`src/rtl/dma_pkg.sv`:
```
// Shared types and constants for the DMA ring scheduler.
// Counter arithmetic is modular in CNT_W bits.
package dma_pkg;

    localparam int ADR_W = 28;
    localparam int CNT_W = 16;

    typedef enum logic [2:0] {
        S_IDLE,
        S_LOAD,
        S_ISSUE,
        S_GAP,
        S_DRAIN,
        S_DONE
    } sched_state_t;

    function automatic logic [CNT_W-1:0] cnt_diff(
        input logic [CNT_W-1:0] a,
        input logic [CNT_W-1:0] b
    );
        return a - b;
    endfunction

endpackage

```
`src/rtl/dma_ring_sched.sv`:
```
// Walks a ring of SDRAM buffers, issuing line DMA commands
// while respecting DMA slots and software buffer releases.
module dma_ring_sched
    import dma_pkg::*;
#(
    parameter int DMA_SLOTS = 2
) (
    input  logic             CLK,
    input  logic             RST,
    input  logic             EN,
    input  logic             MODE_CYCLIC,
    input  logic [ADR_W-1:0] RING_BASE,
    input  logic [ADR_W-1:0] BUF_SIZE,
    input  logic [CNT_W-1:0] RING_BUFS,
    input  logic [CNT_W-1:0] SW_REL_CNT,
    input  logic [CNT_W-1:0] DMA_DONE_CNT,
    input  logic             FIFO_AFULL,
    output logic             DMA_START,
    output logic [ADR_W-1:0] DMA_START_ADR,
    output logic [ADR_W-1:0] DMA_BUF_SIZE,
    output logic [CNT_W-1:0] WR_IDX,
    output logic [CNT_W-1:0] FILLED_CNT,
    output logic             RING_FULL,
    output logic             OVERRUN,
    output logic             ERR,
    output logic             BUSY
);

    localparam logic [CNT_W-1:0] SLOTS = CNT_W'(DMA_SLOTS);

    sched_state_t     state;
    logic [ADR_W-1:0] base_q;
    logic [ADR_W-1:0] size_q;
    logic [ADR_W-1:0] adr_next;
    logic [CNT_W-1:0] bufs_q;
    logic [CNT_W-1:0] done_base;
    logic [CNT_W-1:0] issued;
    logic [CNT_W-1:0] idx_next;
    logic             cyclic_q;
    logic             run_q;

    logic [CNT_W-1:0] done;
    logic [CNT_W-1:0] outstanding;
    logic [CNT_W-1:0] free;
    logic             slot_ok;
    logic             free_ok;
    logic             drained;
    logic             last_buf;
    logic             chk_err;

    assign done        = cnt_diff(DMA_DONE_CNT, done_base);
    assign outstanding = cnt_diff(issued, done);
    assign free        = cnt_diff(bufs_q, cnt_diff(issued, SW_REL_CNT));

    // Negative distances (done ahead of issue) must not block issuing.
    assign slot_ok  = outstanding[CNT_W-1] || (outstanding < SLOTS);
    assign free_ok  = !free[CNT_W-1] && (free != '0);
    assign drained  = outstanding[CNT_W-1] || (outstanding == '0);
    assign last_buf = !cyclic_q && (issued == bufs_q);
    assign chk_err  = (state != S_IDLE) && (state != S_LOAD);

    assign RING_FULL  = (state == S_ISSUE) && (free == '0) && EN;
    assign FILLED_CNT = run_q ? done : '0;
    assign BUSY       = (state != S_IDLE);

    always_ff @(posedge CLK or posedge RST) begin
        if (RST) begin
            state         <= S_IDLE;
            base_q        <= '0;
            size_q        <= '0;
            adr_next      <= '0;
            bufs_q        <= '0;
            done_base     <= '0;
            issued        <= '0;
            idx_next      <= '0;
            cyclic_q      <= 1'b0;
            run_q         <= 1'b0;
            DMA_START     <= 1'b0;
            DMA_START_ADR <= '0;
            DMA_BUF_SIZE  <= '0;
            WR_IDX        <= '0;
            OVERRUN       <= 1'b0;
            ERR           <= 1'b0;
        end else begin
            DMA_START <= 1'b0;
            if (RING_FULL && FIFO_AFULL)
                OVERRUN <= 1'b1;
            if (chk_err && (outstanding > SLOTS))
                ERR <= 1'b1;
            unique case (state)
                S_IDLE: begin
                    if (EN)
                        state <= S_LOAD;
                end
                S_LOAD: begin
                    base_q    <= RING_BASE;
                    size_q    <= BUF_SIZE;
                    bufs_q    <= RING_BUFS;
                    cyclic_q  <= MODE_CYCLIC;
                    done_base <= DMA_DONE_CNT;
                    issued    <= '0;
                    adr_next  <= '0;
                    idx_next  <= '0;
                    run_q     <= 1'b1;
                    OVERRUN   <= 1'b0;
                    ERR       <= 1'b0;
                    state     <= S_ISSUE;
                end
                S_ISSUE: begin
                    if (!EN || last_buf) begin
                        state <= S_DRAIN;
                    end else if (slot_ok && free_ok) begin
                        DMA_START     <= 1'b1;
                        DMA_START_ADR <= base_q + adr_next;
                        DMA_BUF_SIZE  <= size_q;
                        WR_IDX        <= idx_next;
                        issued        <= issued + 1'b1;
                        if (idx_next == bufs_q - 1'b1) begin
                            idx_next <= '0;
                            adr_next <= '0;
                        end else begin
                            idx_next <= idx_next + 1'b1;
                            adr_next <= adr_next + size_q;
                        end
                        state <= S_GAP;
                    end
                end
                S_GAP: begin
                    state <= S_ISSUE;
                end
                S_DRAIN: begin
                    if (drained)
                        state <= last_buf ? S_DONE : S_IDLE;
                end
                S_DONE: begin
                    if (!EN)
                        state <= S_IDLE;
                end
                default: begin
                    state <= S_IDLE;
                end
            endcase
        end
    end

endmodule

```
`config.mk`:
```
export PLATFORM = sky130hd
export DESIGN_NAME = dma_ring_sched
export DESIGN_NICKNAME = d
export VERILOG_FILES = /design/src/rtl/dma_pkg.sv /design/src/rtl/dma_ring_sched.sv
export SDC_FILE = /design/constraint.sdc
export NUM_CORES = 1
export LEC_CHECK = 0
export ABC_AREA = 1
export BUFFER_PORTS_ARGS = -buffer_cell sky130_fd_sc_hd__buf_2
export CORE_UTILIZATION = 59
export CTS_CLUSTER_DIAMETER = 100
export DETAILED_ROUTE_END_ITERATION = 8
export PLACE_DENSITY = 0.85
export SETUP_SLACK_MARGIN = 0.3
export SLEW_MARGIN = 40
export SYNTH_ARGS = -nofsm -noshare
export SYNTH_HDL_FRONTEND = slang
export SYNTH_SLANG_ARGS = --single-unit
```
`constraint.sdc`:
```
create_clock -name CLK -period 17.5 [get_ports CLK]
set_input_delay 2.625 -clock CLK [delete_from_list [all_inputs] [get_ports CLK]]
set_output_delay 2.625 -clock CLK [all_outputs]
set_load 0.01 [all_outputs]
```
## After elaboration in Yosys (flattened, before gate mapping)

Cells that the tools add are included.

- Flip-flop bits (word level): 228
- Input port bits: 109
- Output and inout port bits: 93
- Word-level logic and storage cells: 94

- $add $sub $neg: 9
- $lt $le $gt $ge: 2
- Equal/unequal tests: 14
- Multiplexer cells: 26
- Bitwise operators: 1
- Reductions and logical operators: 26

Operator list:

| kind | count |
|---|---|
| $mux W16 | 6 |
| $mux W28 | 3 |
| $pmux W16 S2 | 2 |
| $sub A16 B16 Y16 | 4 |
| $add A28 B28 Y28 | 2 |
| $pmux W28 S2 | 1 |
| $add A16 B1 Y16 const B | 2 |
| $eq A16 B16 Y1 | 2 |
| $logic_not A16 Y1 | 2 |
| $mux W3 | 6 |
| $gt A16 B2 Y1 const B | 1 |
| $lt A16 B2 Y1 const B | 1 |
| $reduce_bool A16 Y1 | 1 |
| $sub A16 B1 Y16 const B | 1 |
| $pmux W3 S5 | 1 |
| $logic_and A1 B1 Y1 | 8 |
| $ne A2 B2 Y1 const B | 4 |
| $mux W1 | 7 |
| $eq A3 B2 Y1 const B | 2 |
| $eq A3 B3 Y1 const B | 2 |
| $ne A3 B1 Y1 const B | 2 |
| $reduce_and A3 Y1 | 2 |
| $reduce_bool A2 Y1 | 3 |
| $reduce_and A4 Y1 | 1 |
| 8 further kinds | 12 |

## Depth between registers and ports, before layout

Gate-level depths: netlist of run 1.

- Word-level depth: 8
- Mapped depth: 29
- Mapped depth without buffers: 29

## Worst setup path before layout of run 1

OpenSTA, ideal clock, no wires.

- Path kind: input-to-output
- Start: input SW_REL_CNT[2]
- End: output RING_FULL
- Data arrival time: 4900 ps
- Required time: 14875 ps
- Setup slack: 9975 ps
- Cell stages on the path: 17
- Buffers on the path: 0
- Cell sequence: inv_1 -> fa_1 -> inv_1 -> ha_1 -> a21oi_1 -> nand2_1 -> nand3_1 -> nand2_1 -> nand2_1 -> nand2_1 -> nand2_1 -> inv_2 -> nor3_1 -> nand4_1 -> nor4_1 -> nand2_1 -> nor2_1

- Longest elaborated chain between the ends: 5

RTL lines:

| element | line | RTL |
|---|---|---|
| from (decl) | dma_ring_sched.sv:15 | `input logic [CNT_W-1:0] SW_REL_CNT,` |
| $sub A16 B16 Y16 (2 in a row) | dma_pkg.sv:21 | `return a - b;` |
| $logic_not A16 Y1 | dma_ring_sched.sv:62 | `assign RING_FULL = (state == S_ISSUE) && (free == '0) && EN;` |
| $logic_and A1 B1 Y1 (2 in a row) | dma_ring_sched.sv:62 |  |
| to (decl) | dma_ring_sched.sv:23 | `output logic RING_FULL,` |

No other way between the ends.

## Final worst setup path of run 1

Same ends and word-level chain as after synthesis.

==> reports/metrics.csv, run 1 <==
stage,metric,value,unit
run_status,status,completed,
power,pwr-share-comb,0.585,
detailed_routing,wire_per_inst,15.4,um
global_route,track_usage,0.312,
sta,period_minus_slack,8.03,ns
logic_synthesis,synth_edf_count,0,
detailed_routing,num_vias,15775,
clock_network,cts_resized,0,
place,hpwl,33300,um
power,vdd_drop_max,0.139,mV
floorplanning,num_rows,60,
floorplanning,ioPinCount,202,
logic_synthesis,synthCells,2343,
detailed_routing,viasPerCell,5.45,
floorplanning,dieWidth,169,um
sta,slew_headroom,0.501,
logic_synthesis,yosys.area.top_type,dfrtp_1,
worst_hold_path,hp-class,flip-flop to flip-flop,
power,p_clk_frac,0.156,
place,place_congestion,0.934,
logic_synthesis,ys_seq_area_frac,0.345,
floorplanning,start_util,0.608,
clock_network,cts.sinks,228,
power,power.share.sequential,0.259,
clock_network,cts_buffers,25,
setup_path,cp_max_fo,5,
logic_synthesis,async_reset_ff_frac,1.00,
setup_path,critPathKind,primary input to output port,
logic_synthesis,netlist.area_leader.share,0.345,
clock_network,clock_latency,0.53,ns
logic_synthesis,yosysWarnings,0,
clock_network,cts_buffer_depth,3,
global_route,grt_pass1_wl,72600,um
place,portBuffers,201,
floorplanning,core,27200,sq um
floorplanning,die_h,169,um
detailed_routing,routed_wl,44600,um
logic_synthesis,syn-cell-area,16500,sq um
detailed_routing,firstDrtPassIters,6,
sta,finalSetupViolCount,0,
logic_synthesis,syn_nets,2574,
sta,setup_slack,9.47,ns
power,p_per_area,181,nW/um^2
power,p_leak,10.3,nW
setup_path,required,14.88,ns
sta,worst_pin_slew,0.748,ns
sta,slew_viol_final,0,
detailed_routing,ant_nets,0,
power,p_int,0.00170,W
cells_and_area,final_layout_size_suffix_gt1_frac,0.109,
global_route,grt_antenna_before_repair,0,
cells_and_area,final_nets,2738,
logic_synthesis,synthTopCellsByArea,"dfrtp_1 35%, nand2_1 19%, ha_1 7.8%, inv_1 6.2%, nand3_1 4.3%",
cells_and_area,final_cell_mix,"837 x nand2_1, 270 x inv_1, 228 x dfrtp_1, 201 x buf_2, 173 x nor2_1",
sta,finalCritPeriodShare,0.459,
clock_network,root_buffer,clkbuf_16,
place,place_ws,9.49,ns
logic_synthesis,synth_seq_cells,228,
detailed_routing,route.detailed.drc,0,
sta,setup_tns,0,ns
sta,skew,0.00924,ns
detailed_routing,drt-initial-drc-count,1342,
sta,hold_violations,0,
clock_network,path_clk_slew,0.06,ns
setup_path,end_kind,output port,
clock_network,hold_buffers,0,
cells_and_area,layout_commonest_cell,nand2_1,
clock_network,cts_tree,done,
global_route,grt_max_degree,121,
sta,grt_setup_unrepaired,false,
run,max-cap-violations,0,
logic_synthesis,avgSynthCellArea,7.05,sq um
sta,fmax,125,MHz
setup_path,critPathLaunchType,primary input,
power,netSwitchingFraction,0.491,
clock_network,post-cts-setup-buffers,0,
cells_and_area,num_antenna_cells,0,
cells_and_area,area_growth,12.1,%
global_route,overflow,0,
logic_synthesis,yosysUniqueCellTypes,51,
power,power_switching,0.00164,W
cells_and_area,fill_cells,2357,
clock_network,h-tree-depth,1,
global_route,first_global_vias,14675,
logic_synthesis,synth_flop_cell,dfrtp_1,
setup_path,cp_data_arrival_time,5.40,ns
floorplanning,die_area,28700,sq um
layer usage:
layer,share of wire,GRT usage,vias to the layer above
li1,-,-,7805
met1,0.46,0.454,7328
met2,0.45,0.502,586
met3,0.073,0.0317,56
met4,0.019,0.0725,0
met5,0,0,-
cell type report:
cell class | instances | area (sq um) | area share
well taps | 372 | 465 | 0.0251
clock buffers | 31 | 678 | 0.0366
repair buffers | 208 | 1090 | 0.0588
inverters | 281 | 1060 | 0.0575
flip-flops and latches | 228 | 5710 | 0.308
clock inverters | 13 | 124 | 0.00669
multi-input cells | 1763 | 9390 | 0.507
cells by family after synthesis:
| logic type | Yosys count | synth area share |
|---|---|---|
| simple gates | 1257 | 0.311 |
| buf+inv | 352 | 0.0872 |
| compound gates | 260 | 0.0893 |
| flops | 228 | 0.345 |
| xor+xnor | 124 | 0.0658 |
| fa+ha+maj | 122 | 0.101 |
registers in the layout (all words and copies together) (netlist names), 3 cells and up:
register and flops:
issued 16, DMA_BUF_SIZE 28, state 3, WR_IDX 16
idx_next 16, adr_next 28, base_q 28, bufs_q 16
size_q 28, DMA_START_ADR 28, done_base 16
worst max-delay path, cell delays in order:
cell and delay [ns]:
buf_2 0.07, inv_1 0.05, fa_1 0.52, inv_1 0.04
ha_1 0.35, a21oi_1 0.24, nand2_1 0.13, nand3_1 0.11
nand2_1 0.10, nand2_1 0.10, nand2_1 0.08, nand2_1 0.08
inv_2 0.04, nor3_1 0.17, nand4_1 0.17, nor4_1 0.21
nand2_1 0.07, nor2_1 0.10, buf_2 0.14
power by group through the flow:
stage,combinational (W),clock (W),sequential (W)
CTS,0.00194,0.000527,0.000862
detailed placement,0.00193,0,0.000867
global route,0.00221,0.000548,0.000884
floorplan,0.00144,0,0.000850
global placement,0.00189,0,0.000862
finish,0.00196,0.000522,0.000866
synth_stat cells, drive strengths merged (14+ instances only):
master and count:
a21oi 92, buf 33, clkbuf 38, dfrtp 228
fa 19, ha 103, inv 277, nand2 839
nand3 144, nand4 31, nor2 174, nor3 39
nor4 14, o21ai 111, xnor2 43, xor2 81
stage by stage:
| stage | area [sq um] | hold WS, ns | utilization | std cells | power [W] |
|---|---|---|---|---|---|
| 2_1_floorplan | 16500 | 0.443 | - | 2343 | 0.00229 |
| 3_5_place_dp | 17700 | 0.460 | 0.651 | 2851 | 0.00280 |
| 4_1_cts | 18500 | 0.477 | 0.680 | 2895 | 0.00333 |
| 6_report | 18500 | 0.475 | 0.681 | 2896 | 0.00335 |
| 5_1_grt | 18500 | 0.488 | 0.681 | 2896 | 0.00364 |
| 3_3_place_gp | 17700 | 0.461 | 0.650 | 2851 | 0.00275 |
final timing paths:
| check | from | cells after the start | endpoint | slack [ns] |
|---|---|---|---|---|
| max | SW_REL_CNT[2] | 19 | RING_FULL | 9.47 |
| min | DMA_BUF_SIZE[11] | 2 | DMA_BUF_SIZE[11] | 0.48 |
| max reg2reg | done_base[0] | 27 | idx_next[13] | 12.43 |
| min reg2reg | DMA_BUF_SIZE[11] | 2 | DMA_BUF_SIZE[11] | 0.48 |
| max in group asynchronous | RST | 4 | done_base[2] | 13.63 |
| min in group asynchronous | RST | 2 | DMA_START_ADR[14] | 2.14 |
Note: power is estimated with default switching activity, not from simulation.
==> run 2, diff against run 1 <==
Settings changed: ABC_AREA 1 to 0.
Clock period 17.5 ns to 7.4 ns, I/O delays scaled along.
==> reports/metrics.csv, run 2 <==
stage,metric,value,unit
logic_synthesis,synthTopCellsByArea,"dfrtp_1 38%, ha_1 8.5%, nand2_1 6.7%, mux2_2 4.3%, xnor2_1 3.7%",
setup_path,worst_r2r_path_depth,25,
sta,setup_tns,0,ns
sta,finalCritPeriodShare,0.874,
sta,hold_violations,0,
logic_synthesis,syn-cell-area,15200,sq um
logic_synthesis,synth_compound_area_frac,0.181,
cells_and_area,layout_commonest_cell,nand2_1,
cells_and_area,final_nets,2085,
logic_synthesis,synth_flop_cell,dfrtp_1,
setup_path,cpPeakStageDelay,0.55,ns
place,place_ws,0.471,ns
place,place_congestion,0.974,
floorplanning,num_rows,58,
cells_and_area,area_growth,14.2,%
detailed_routing,route.detailed.drc,0,
clock_network,path_clk_slew,0.06,ns
global_route,overflow,0,
logic_synthesis,synthMuxAreaShare,0.0551,
floorplanning,die_h,162,um
setup_path,critPathLaunchType,primary input,
cells_and_area,final_layout_size_suffix_gt1_frac,0.181,
cells_and_area,final_cell_mix,"269 x nand2_1, 228 x dfrtp_1, 201 x buf_2, 121 x inv_1, 103 x ha_1",
logic_synthesis,yosysWarnings,0,
setup_path,r2r-start,done_base[0],
logic_synthesis,yosysUniqueCellTypes,83,
sta,finalSetupViolCount,0,
clock_network,cts_tree,done,
worst_hold_path,hold_path_end,DMA_BUF_SIZE[12],
logic_synthesis,avgSynthCellArea,9.09,sq um
global_route,track_usage,0.308,
power,vdd_drop_max,0.238,mV
setup_path,timing.rr.end,DMA_START_ADR[13],
clock_network,cts_buffer_depth,3,
sta,setup_slack,0.929,ns
logic_synthesis,synth.most_common_cell,nand2_1,
setup_path,r2r_slack,1.31,ns
detailed_routing,routed_wl,40200,um
floorplanning,core,25200,sq um
logic_synthesis,synth_xor_area_frac,0.0635,
floorplanning,dieWidth,162,um
setup_path,cp_slowest_cell,buf_4,
clock_network,cts.sinks,228,
sta,skew,0.0138,ns
clock_network,cts_buffers,25,
sta,period_minus_slack,6.47,ns
worst_hold_path,worstHoldPathCells,1,
detailed_routing,wire_per_inst,18.3,um
logic_synthesis,syn_nets,1902,
detailed_routing,viasPerCell,6.00,
logic_synthesis,synthCells,1671,
setup_path,end_kind,flip-flop,
setup_path,crit_family,compound AO/OA/AOI/OAI gates,
sta,fmax,155,MHz
clock_network,h-tree-depth,1,
logic_synthesis,synth_top_family_by_area,compound AO/OA/AOI/OAI gates,
global_route,grt_pass1_wl,64900,um
logic_synthesis,yosys.area.top_type,dfrtp_1,
setup_path,cp_max_fo,52,
setup_path,cp_data_arrival_time,6.89,ns
clock_network,root_buffer,clkbuf_16,
sta,slew_viol_final,0,
cells_and_area,num_antenna_cells,0,
run_status,status,completed,
logic_synthesis,ys_seq_area_frac,0.376,
global_route,grt_max_degree,151,
place,hpwl,29700,um
logic_synthesis,synth_edf_count,0,
power,p_per_area,446,nW/um^2
sta,slew_headroom,0.437,
setup_path,required,7.82,ns
worst_hold_path,hp-class,flip-flop to flip-flop,
run,max-cap-violations,0,
floorplanning,start_util,0.603,
sta,worst_pin_slew,0.834,ns
clock_network,cts_resized,0,
floorplanning,die_area,26400,sq um
detailed_routing,firstDrtPassIters,5,
floorplanning,ioPinCount,202,
logic_synthesis,synth_commonest_cells,"270 x nand2_1, 228 x dfrtp_1, 122 x inv_1",
detailed_routing,num_vias,13214,
detailed_routing,ant_nets,0,
logic_synthesis,async_reset_ff_frac,1.00,
clock_network,post-cts-setup-buffers,0,
logic_synthesis,netlist.area_leader.share,0.376,
setup_path,crit_buf_inv,5,
sta,grt_setup_unrepaired,false,
logic_synthesis,yosys.area_share.simple,0.168,
worst_hold_path,hp-start,DMA_BUF_SIZE[12],
setup_path,critPathKind,primary input to flip-flop,
clock_network,clock_latency,0.54,ns
logic_synthesis,synth_seq_cells,228,
logic_synthesis,synth_fa_ha_area_frac,0.110,
clock_network,hold_buffers,0,
place,portBuffers,201,
global_route,grt_antenna_before_repair,0,
global_route,first_global_vias,12906,
detailed_routing,drt-initial-drc-count,1064,
power,p_leak,8.85,nW
==> run 2: report_power, final <==
group | switching [W] | internal [W]
clock network | 0.000541 | 0.000739
logic | 0.00256 | 0.00180
registers | 0.000423 | 0.00168
==> run 2: cell families (layout without fill, tap and decap cells) <==
group           Yosys count  in the layout
simple gates            556            556
buf+inv                 179            381
compound gates          404            404
flops                   228            228
mux                      75             75
xor+xnor                107            107
fa+ha+maj               122            122
==> run 2: layer usage <==
| metal | track usage | routed length, um |
|---|---|---|
| met5 | 0 | 0 |
| met4 | 0.148 | 1830 |
| met3 | 0.0385 | 2520 |
| met2 | 0.509 | 18800 |
| met1 | 0.403 | 17100 |
==> run 2: layout make-up <==
type                    instances  area [sq um]
multi-input cells            1264          8770
fillers                      1914          7840
flip-flops and latches        228          5710
repair buffers                212          1140
clock buffers                  30           684
inverters                     123           467
well taps                     330           413
clock inverters                16           166
==> run 2: worst max-delay path by stage <==
stage / startpoint / to / slack, ns / depth (start not counted)
floorplan: DMA_DONE_CNT[0] / DMA_BUF_SIZE[10] / 1.41 / 26
global placement: DMA_DONE_CNT[0] / DMA_BUF_SIZE[15] / 0.65 / 27
detailed placement: DMA_DONE_CNT[0] / DMA_BUF_SIZE[20] / 0.47 / 27
CTS: DMA_DONE_CNT[0] / DMA_START_ADR[13] / 1.01 / 27
global route: DMA_DONE_CNT[0] / WR_IDX[6] / 0.54 / 27
finish: DMA_DONE_CNT[0] / DMA_START_ADR[13] / 0.93 / 27
==> run 2: through the flow <==
step	cell area, sq um	power, W	hold slack [ns]	std cells	util
after global routing	17300	0.00831	0.499	2203	0.689
after detailed placement	16500	0.00639	0.471	2156	0.654
after global placement	16500	0.00626	0.469	2156	0.654
after CTS	17300	0.00771	0.491	2202	0.688
final	17300	0.00774	0.489	2203	0.689
after floorplan	15200	0.00520	0.446	1671	-
